==> config.mk <==
export PLATFORM = sky130hd
export DESIGN_NAME = dmem_responder
export DESIGN_NICKNAME = d
export VERILOG_FILES = /design/src/rtl/dmem_responder.sv
export SDC_FILE = /design/constraint.sdc
export NUM_CORES = 1
export LEC_CHECK = 0
export CAP_MARGIN = 20
export CORE_ASPECT_RATIO = 1.25
export CORE_MARGIN = 8
export CORE_UTILIZATION = 40
export CTS_BUF_LIST = sky130_fd_sc_hd__clkbuf_4 sky130_fd_sc_hd__clkbuf_8 sky130_fd_sc_hd__clkbuf_16
export DETAILED_ROUTE_END_ITERATION = 8
export SLEW_MARGIN = 20
export SYNTH_ARGS = -nofsm -noshare
export SYNTH_HDL_FRONTEND = slang
export SYNTH_HIERARCHICAL = 1
export SYNTH_SLANG_ARGS = --single-unit
==> constraint.sdc <==
create_clock -name clk -period 7.7 [get_ports clk]
set_input_delay 0.77 -clock clk [delete_from_list [all_inputs] [get_ports clk]]
set_output_delay 0.77 -clock clk [all_outputs]
set_load 0.05 [all_outputs]
==> src/rtl/dmem_responder.sv <==
// dmem_responder: tagged read/write requests performed on a local word RAM, answered in order
// through a credit-limited response FIFO. Define DMEM_PARITY_EN to add the rsp_parity output.

// Protocol checker: the credit rule must make FIFO overflow impossible, and a stalled head must hold.
module dmem_responder_chk #(
  parameter int RSP_DEPTH = 4,
  parameter int DATA_W    = 16,
  parameter int TAG_W     = 4,
  parameter int CNT_W     = 3
) (
  input logic              clk,
  input logic              rst,
  input logic              i_push,
  input logic              i_pop,
  input logic [CNT_W-1:0]  i_count,
  input logic              i_rsp_valid,
  input logic              i_rsp_ready,
  input logic [DATA_W-1:0] i_rsp_rdata,
  input logic              i_rsp_write,
  input logic [TAG_W-1:0]  i_rsp_tag
);

  a_no_overflow: assert property (@(posedge clk) disable iff (rst)
    !(i_push && !i_pop && (i_count == CNT_W'(RSP_DEPTH))));

  a_count_bound: assert property (@(posedge clk) disable iff (rst)
    (i_count <= CNT_W'(RSP_DEPTH)));

  a_hold: assert property (@(posedge clk) disable iff (rst)
    (i_rsp_valid && !i_rsp_ready) |=>
      (i_rsp_valid && $stable(i_rsp_rdata) && $stable(i_rsp_write) && $stable(i_rsp_tag)));

endmodule

module dmem_responder #(
  parameter int ADDR_W    = 5,
  parameter int DATA_W    = 16,
  parameter int TAG_W     = 4,
  parameter int RSP_DEPTH = 4
) (
  input  logic              clk,
  input  logic              rst,
  input  logic              req_valid,
  output logic              req_ready,
  input  logic              req_write,
  input  logic [ADDR_W-1:0] req_addr,
  input  logic [DATA_W-1:0] req_wdata,
  input  logic [TAG_W-1:0]  req_tag,
  output logic              rsp_valid,
  input  logic              rsp_ready,
  output logic [DATA_W-1:0] rsp_rdata,
  output logic              rsp_write,
  output logic [TAG_W-1:0]  rsp_tag,
`ifdef DMEM_PARITY_EN
  output logic              rsp_parity,
`endif
  output logic              busy
);

  localparam int PTR_W = $clog2(RSP_DEPTH);
  localparam int CNT_W = PTR_W + 1;
  localparam int WORDS = 1 << ADDR_W;

`ifdef DMEM_PARITY_EN
  function automatic logic even_parity(input logic [DATA_W-1:0] d);
    return ^d;
  endfunction
`endif

  logic [DATA_W-1:0] r_mem [0:WORDS-1];

  logic              r_s1_valid;
  logic              r_s1_write;
  logic [DATA_W-1:0] r_s1_rdata;
  logic [TAG_W-1:0]  r_s1_tag;

  logic [DATA_W-1:0] r_fifo_rdata [0:RSP_DEPTH-1];
  logic              r_fifo_write [0:RSP_DEPTH-1];
  logic [TAG_W-1:0]  r_fifo_tag   [0:RSP_DEPTH-1];
`ifdef DMEM_PARITY_EN
  logic              r_fifo_par   [0:RSP_DEPTH-1];
`endif
  logic [PTR_W-1:0]  r_wr_ptr;
  logic [PTR_W-1:0]  r_rd_ptr;
  logic [CNT_W-1:0]  r_count;

  logic [CNT_W-1:0]  w_outstanding;
  logic              w_req_ready;
  logic              w_accept;
  logic              w_push;
  logic              w_pop;
  logic              w_rsp_valid;
  logic [DATA_W-1:0] w_ram_rdata;

  // Credits come only from registered occupancy, so a same-cycle pop never frees a slot early.
  always_comb begin
    w_outstanding = r_count + {{(CNT_W-1){1'b0}}, r_s1_valid};
    w_req_ready   = (w_outstanding < CNT_W'(RSP_DEPTH)) && !rst;
    w_accept      = req_valid && w_req_ready;
    w_rsp_valid   = (r_count != {CNT_W{1'b0}});
    w_push        = r_s1_valid;
    w_pop         = w_rsp_valid && rsp_ready;
    w_ram_rdata   = r_mem[req_addr];
  end

  // RAM write on the accept edge; contents survive reset
  always_ff @(posedge clk) begin
    if (w_accept && req_write) begin
      r_mem[req_addr] <= req_wdata;
    end
  end

  // Access stage: read data (or a zero ack payload) captured on the accept edge
  always_ff @(posedge clk or posedge rst) begin
    if (rst) begin
      r_s1_valid <= 1'b0;
      r_s1_write <= 1'b0;
      r_s1_rdata <= {DATA_W{1'b0}};
      r_s1_tag   <= {TAG_W{1'b0}};
    end else begin
      r_s1_valid <= w_accept;
      if (w_accept) begin
        r_s1_write <= req_write;
        r_s1_rdata <= req_write ? {DATA_W{1'b0}} : w_ram_rdata;
        r_s1_tag   <= req_tag;
      end
    end
  end

  // FIFO storage: entry written at the tail whenever the access stage holds a response
  always_ff @(posedge clk) begin
    if (w_push) begin
      r_fifo_rdata[r_wr_ptr] <= r_s1_rdata;
      r_fifo_write[r_wr_ptr] <= r_s1_write;
      r_fifo_tag[r_wr_ptr]   <= r_s1_tag;
`ifdef DMEM_PARITY_EN
      r_fifo_par[r_wr_ptr]   <= even_parity(r_s1_rdata);
`endif
    end
  end

  // FIFO pointers and occupancy; pointers wrap naturally since the depth is a power of two
  always_ff @(posedge clk or posedge rst) begin
    if (rst) begin
      r_wr_ptr <= {PTR_W{1'b0}};
      r_rd_ptr <= {PTR_W{1'b0}};
      r_count  <= {CNT_W{1'b0}};
    end else begin
      if (w_push) begin
        r_wr_ptr <= r_wr_ptr + PTR_W'(1);
      end
      if (w_pop) begin
        r_rd_ptr <= r_rd_ptr + PTR_W'(1);
      end
      case ({w_push, w_pop})
        2'b10:   r_count <= r_count + CNT_W'(1);
        2'b01:   r_count <= r_count - CNT_W'(1);
        default: r_count <= r_count;
      endcase
    end
  end

  // Response outputs come straight from the head entry and read as zero when nothing is queued
  always_comb begin
    req_ready = w_req_ready;
    busy      = (w_outstanding != {CNT_W{1'b0}});
    rsp_valid = w_rsp_valid;
    if (w_rsp_valid) begin
      rsp_rdata = r_fifo_rdata[r_rd_ptr];
      rsp_write = r_fifo_write[r_rd_ptr];
      rsp_tag   = r_fifo_tag[r_rd_ptr];
    end else begin
      rsp_rdata = {DATA_W{1'b0}};
      rsp_write = 1'b0;
      rsp_tag   = {TAG_W{1'b0}};
    end
  end

`ifdef DMEM_PARITY_EN
  // Parity travels with its data word; an empty FIFO reads as zero
  always_comb begin
    if (w_rsp_valid) begin
      rsp_parity = r_fifo_par[r_rd_ptr];
    end else begin
      rsp_parity = 1'b0;
    end
  end
`endif

  dmem_responder_chk #(
    .RSP_DEPTH (RSP_DEPTH),
    .DATA_W    (DATA_W),
    .TAG_W     (TAG_W),
    .CNT_W     (CNT_W)
  ) u_chk (
    .clk         (clk),
    .rst         (rst),
    .i_push      (w_push),
    .i_pop       (w_pop),
    .i_count     (r_count),
    .i_rsp_valid (w_rsp_valid),
    .i_rsp_ready (rsp_ready),
    .i_rsp_rdata (rsp_rdata),
    .i_rsp_write (rsp_write),
    .i_rsp_tag   (rsp_tag)
  );

endmodule

After elaboration in Yosys (flattened, before gate mapping)
Memory sizes are Yosys's and may differ from the RTL's. Index checks and enable logic that the tools add are counted.

Add/subtract/negate cells: 5. Magnitude comparators: 1. Equal/unequal tests: 2. Mux-type cells: 9. Reductions and logical operators: 8.

Operators with widths (number): $mux 16 (2); $pmux 3 s2 (1); $reduce_bool 3->1 (2); $mux 1 (5); $add 2x1->2 const B (2); $logic_and 1x1->1 (4); $mux 4 (1); $add 3x1->3 (1); $add 3x1->3 const B (1); $lt 3x3->1 const B (1); $sub 3x1->3 const B (1); $eq 2x1->1 const B (1); $eq 2x2->1 const B (1); $reduce_bool 2->1 (1); $logic_not 1->1 (1).

Register bits after elaboration: 29. Bits in writable memories: 596. Bits of input ports: 30. Output and inout port bits: 24. Memories kept: 4.

Memories: r_mem (words 32, width 16, read ports 1, clocked after Yosys merged registers in 0, wr ports 1, line 70) `logic [DATA_W-1:0] r_mem [0:WORDS-1];`; r_fifo_rdata (words 4, width 16, read ports 1, clocked after Yosys merged registers in 0, wr ports 1, line 77) `logic [DATA_W-1:0] r_fifo_rdata [0:RSP_DEPTH-1];`; r_fifo_tag (words 4, width 4, read ports 1, clocked after Yosys merged registers in 0, wr ports 1, line 79) `logic [TAG_W-1:0] r_fifo_tag [0:RSP_DEPTH-1];`; r_fifo_write (words 4, width 1, read ports 1, clocked after Yosys merged registers in 0, wr ports 1, line 78) `logic r_fifo_write [0:RSP_DEPTH-1];`.

Longest topological paths before layout
Word-level depth: 7. Mapped depth: 10. Mapped depth without buffers: 9.

Worst setup path after synthesis
No wires, ideal clock.

Kind: reg2reg. Start point: reg r_s1_valid. End point: mem r_mem[24][0], enable pin. Library setup time: 409 ps. Arrival: 3751 ps. Required time: 7291 ps. Slack: 3540 ps. Cell stages (with the launch flop): 11. Buffers on the path: 1. Cells stage by stage: dfrtp_1 > ha_1 > ha_1 > xor2_1 > nor2_1 > nand2_1 > inv_2 > nand2_1 > or3_1 > clkbuf_1 > nor3_1.

Longest elaborated chain between the ends: 7.

Ends and longest elaborated chain: from (decl) (line 72) `logic r_s1_valid;`; from (signal assigned) (line 121) `r_s1_valid <= w_accept;`; $add 3x1->3 (line 97) `w_outstanding = r_count + {{(CNT_W-1){1'b0}}, r_s1_valid};`; $lt 3x3->1 (line 98) `w_req_ready = (w_outstanding < CNT_W'(RSP_DEPTH)) && !rst;`; $logic_and 1x1->1 (line 98); named net req_ready (line 44) `output logic req_ready,`; $logic_and 1x1->1 (line 99) `w_accept = req_valid && w_req_ready;`; named net w_accept (line 89) `logic w_accept;`; $logic_and 1x1->1 (line 108) `if (w_accept && req_write) begin`; $mux 1 (line 108); $mux 1 (not written as such) (line 109) `r_mem[req_addr] <= req_wdata;`; to (decl) (line 70).

The timed path passes the listed nets, and every way through them passes these cells.

Worst setup path in the final report
Start point: in req_addr[3]. End point: reg r_s1_rdata[4].

Longest elaborated chain between the ends: 2.

Ends and longest elaborated chain: from (decl) (line 46) `input logic [ADDR_W-1:0] req_addr,`; $mem_v2 32x16; $mux 16 (line 124) `r_s1_rdata <= req_write ? {DATA_W{1'b0}} : w_ram_rdata;`; to (signal assigned) (line 118) `r_s1_rdata <= {DATA_W{1'b0}};`; to (signal assigned) (line 124); to (decl) (line 74) `logic [DATA_W-1:0] r_s1_rdata;`.

No other way between the ends. A chain may end at the register's enable or synchronous reset.

==> out/metrics.yaml <==
outcome:
  outcome: "complete, no violations"
cts:
  clock_path_buffers: 3
  tritoncts: "built"
  path_clk_slew_ns: 0.06
  post_cts_resized: 0
  numCtsBuffers: 59
  clock-sinks: 625
  clk_latency_ns: 0.63
  ctsHoldBuffers: 0
  postCtsSetupBuffers: 0
  htreeDepth: 2
  cts-root-buf: "clkbuf_16"
synthesis:
  yosysWarnings: 6
  synth.avg_cell_area_um2: 18.46
  ys_seq_area_frac: 0.7735
  ys_types: 34
  syn_nets: 1342
  ys_ff_latch: 625
  syn_area_um2: 24080
  syn_inst: 1304
cells_and_area:
  final_common_cell: "edfxtp_1"
  final_area_um2: 27530
  final_layout_size_suffix_gt1_frac: 0.1324
  syn_to_final_growth_pct: 14.35
  diodes: 0
  mostFrequentLayoutCells: "596 x edfxtp_1, 257 x mux2i_1, 128 x o22ai_1"
  final.fill_count: 5037
  layout.nets: 1432
grt:
  antenna_found_initial: 2
  grt_pass1_vias: 12424
  grt_use_total: 0.1658
  grt_first_pass_wirelength_um: 84060
  grt_start_max_net_pins: 116
  grt-ovfl-total: 0
die:
  die_x_um: 235.4
  core-area_um2: 59560
  rows: 100
  start_util: 0.4043
  dieHeight_um: 290.3
  die_area_um2: 68350
  io_pins: 54
timing:
  slew_headroom: 0.2816
  rsz0062_at_grt: "no"
  drv_slew: 0
  setup_slack_ns: 3.883
  finalSetupViolations: 0
  skew_ns: 0.02658
  worst_pin_slew_ns: 1.068
  tns_ns: 0
  finalCritPeriodShare: 0.4957
  finalCriticalPeriod_ns: 3.817
  hold_ws_ns: 0.5076
  max_freq_ghz: 0.2620
  timing.final.hold_violations: 0
worst_setup_path:
  endpoint_kind: "register"
  ff2ff_path_depth: 10
  critPathKind: "in2reg"
  reg2reg_to: "r_mem[5][11]$_DFFE_PP_"
  timing.rr.start: "r_s1_valid$_DFF_PP0_"
  r2r_setup_slack_ns: 4.04
  worstPathRequired_ns: 8.21
  worstPathArrival_ns: 4.33
  crit_start: "req_addr[3]"
  critPathLaunchType: "input port"
  cp_max_fo: 24
  cp-endpoint: "r_s1_rdata[4]$_DFFE_PP0P_"
power:
  ir_drop_mv: 0.1669
  power.density_nw_per_um2: 293.1
  leakage_nw: 9.530
hold_path:
  hold_path_class: "reg2reg"
placed_design:
  gp_congestion: 0.9161
  dp_hpwl_um: 36040
  io_buffers: 53
  dp_slack_ns: 3.479
  place_area_um2: 25610
detailed_routing:
  routed_via_density: 5.570
  drtPass1Iterations: 5
  first_iter_violations: 1118
  drt-total-wl_um: 58130
  antenna_left: 0
  wire_per_inst_um: 26.33
  vias: 12298
  drc: 0
job:
  cap_violations: 0
-- worst max-delay path, cell delays in order --
cell,delay [ns]
clkdlybuf4s50_1,0.88
nand4bb_1,0.99
o22ai_1,0.30
nor4_1,0.98
nand2_1,0.13
a22o_1,0.24
-- worst min-delay path by stage --
stage / start / end / slack [ns] / depth (start not counted)
CTS: r_count[2]$_DFFE_PP0P_ / r_count[2]$_DFFE_PP0P_ / 0.51 / 1
detailed placement: r_count[2]$_DFFE_PP0P_ / r_count[2]$_DFFE_PP0P_ / 0.50 / 1
global route: r_count[2]$_DFFE_PP0P_ / r_count[2]$_DFFE_PP0P_ / 0.53 / 1
finish: r_count[2]$_DFFE_PP0P_ / r_count[2]$_DFFE_PP0P_ / 0.51 / 1
floorplan: r_count[2]$_DFFE_PP0P_ / r_count[2]$_DFFE_PP0P_ / 0.47 / 1
global placement: r_s1_tag[0]$_DFFE_PP0P_ / r_fifo_tag[3][0]$_DFFE_PP_ / 0.49 / 0
-- cell families after synthesis --
family	after synthesis	synth area share
AND/OR/NAND/NOR	158	0.03684
adder cells (fa/ha/maj)	8	0.004469
buffers and inverters	83	0.01689
flip-flops	625	0.7735
multiplexers	278	0.1265
XOR/XNOR	7	0.002546
AO/OA/AOI/OAI	145	0.03929
-- sequential cells by signal (all words and copies together), names as in the netlist --
name	flops
r_fifo_rdata	64
r_s1_tag	4
r_wr_ptr	2
r_s1_valid	1
r_count	3
r_fifo_write	4
r_fifo_tag	16
r_s1_rdata	16
r_rd_ptr	2
r_mem	512
r_s1_write	1
-- cell usage after synthesis, drive strengths merged --
library cell / instances / area, um^2
fa: 1 / 20.02
or4b: 4 / 40.04
dfrtp: 29 / 725.7
or3b: 2 / 17.52
nand4: 2 / 12.51
inv: 8 / 30.03
nor3: 4 / 20.02
nand4b: 6 / 58.80
nand2: 36 / 135.1
or4: 1 / 7.510
nand4bb: 6 / 67.56
xor2: 5 / 43.79
xnor2: 2 / 17.52
mux2i: 257 / 2572
nor2: 32 / 120.1
o22ai: 128 / 800.8
mux4: 21 / 473.0
nand3: 1 / 5.000
clkbuf: 22 / 95.09
edfxtp: 596 / 17900
o21ai: 1 / 5.000
or3: 4 / 25.02
nand3b: 2 / 15.01
and2: 26 / 162.7
buf: 53 / 281.5
ha: 7 / 87.58
nor4: 32 / 200.2
a22o: 16 / 140.1
-- per-layer routing --
layer	share of wire	vias up	wire length, um	global-route usage
li1	-	5433	-	-
met1	0.39	6321	22450	0.1952
met2	0.50	416	29230	0.2866
met3	0.057	128	3299	0.03177
met4	0.054	0	3153	0.08607
met5	0	-	0	0
-- layout make-up --
| cell class | instances | area, um^2 | share of cell area |
|---|---|---|---|
| Clock buffer | 72 | 1592 | 0.05781 |
| Clock inverter | 38 | 339.1 | 0.01232 |
| Inverter | 8 | 30.03 | 0.001091 |
| Multi-Input combinational cell | 596 | 5081 | 0.1845 |
| Sequential cell | 625 | 18620 | 0.6764 |
| Tap cell | 765 | 957.2 | 0.03476 |
| Timing Repair Buffer | 104 | 910.9 | 0.03308 |
-- where the power goes --
group | internal (W) | switching [W] | total, W | leakage, nW
Combinational | 0.000432 | 0.000681 | 0.00111 | 2.83
Sequential | 0.00390 | 0.000176 | 0.00408 | 5.75
Clock | 0.00164 | 0.00124 | 0.00288 | 0.959
Total | 0.00597 | 0.00210 | 0.00807 | 9.53
-- through the flow --
stage | power, W | utilization | std cells
final | 0.008070 | 0.4623 | 2208
after global routing | 0.008335 | 0.4623 | 2208
after CTS | 0.008136 | 0.4624 | 2208
after detailed placement | 0.005278 | 0.4300 | 2098
after global placement | 0.005259 | 0.4297 | 2098
after floorplan | 0.004818 | - | 1304
No activity file was read; power rests on OpenSTA's default activity.
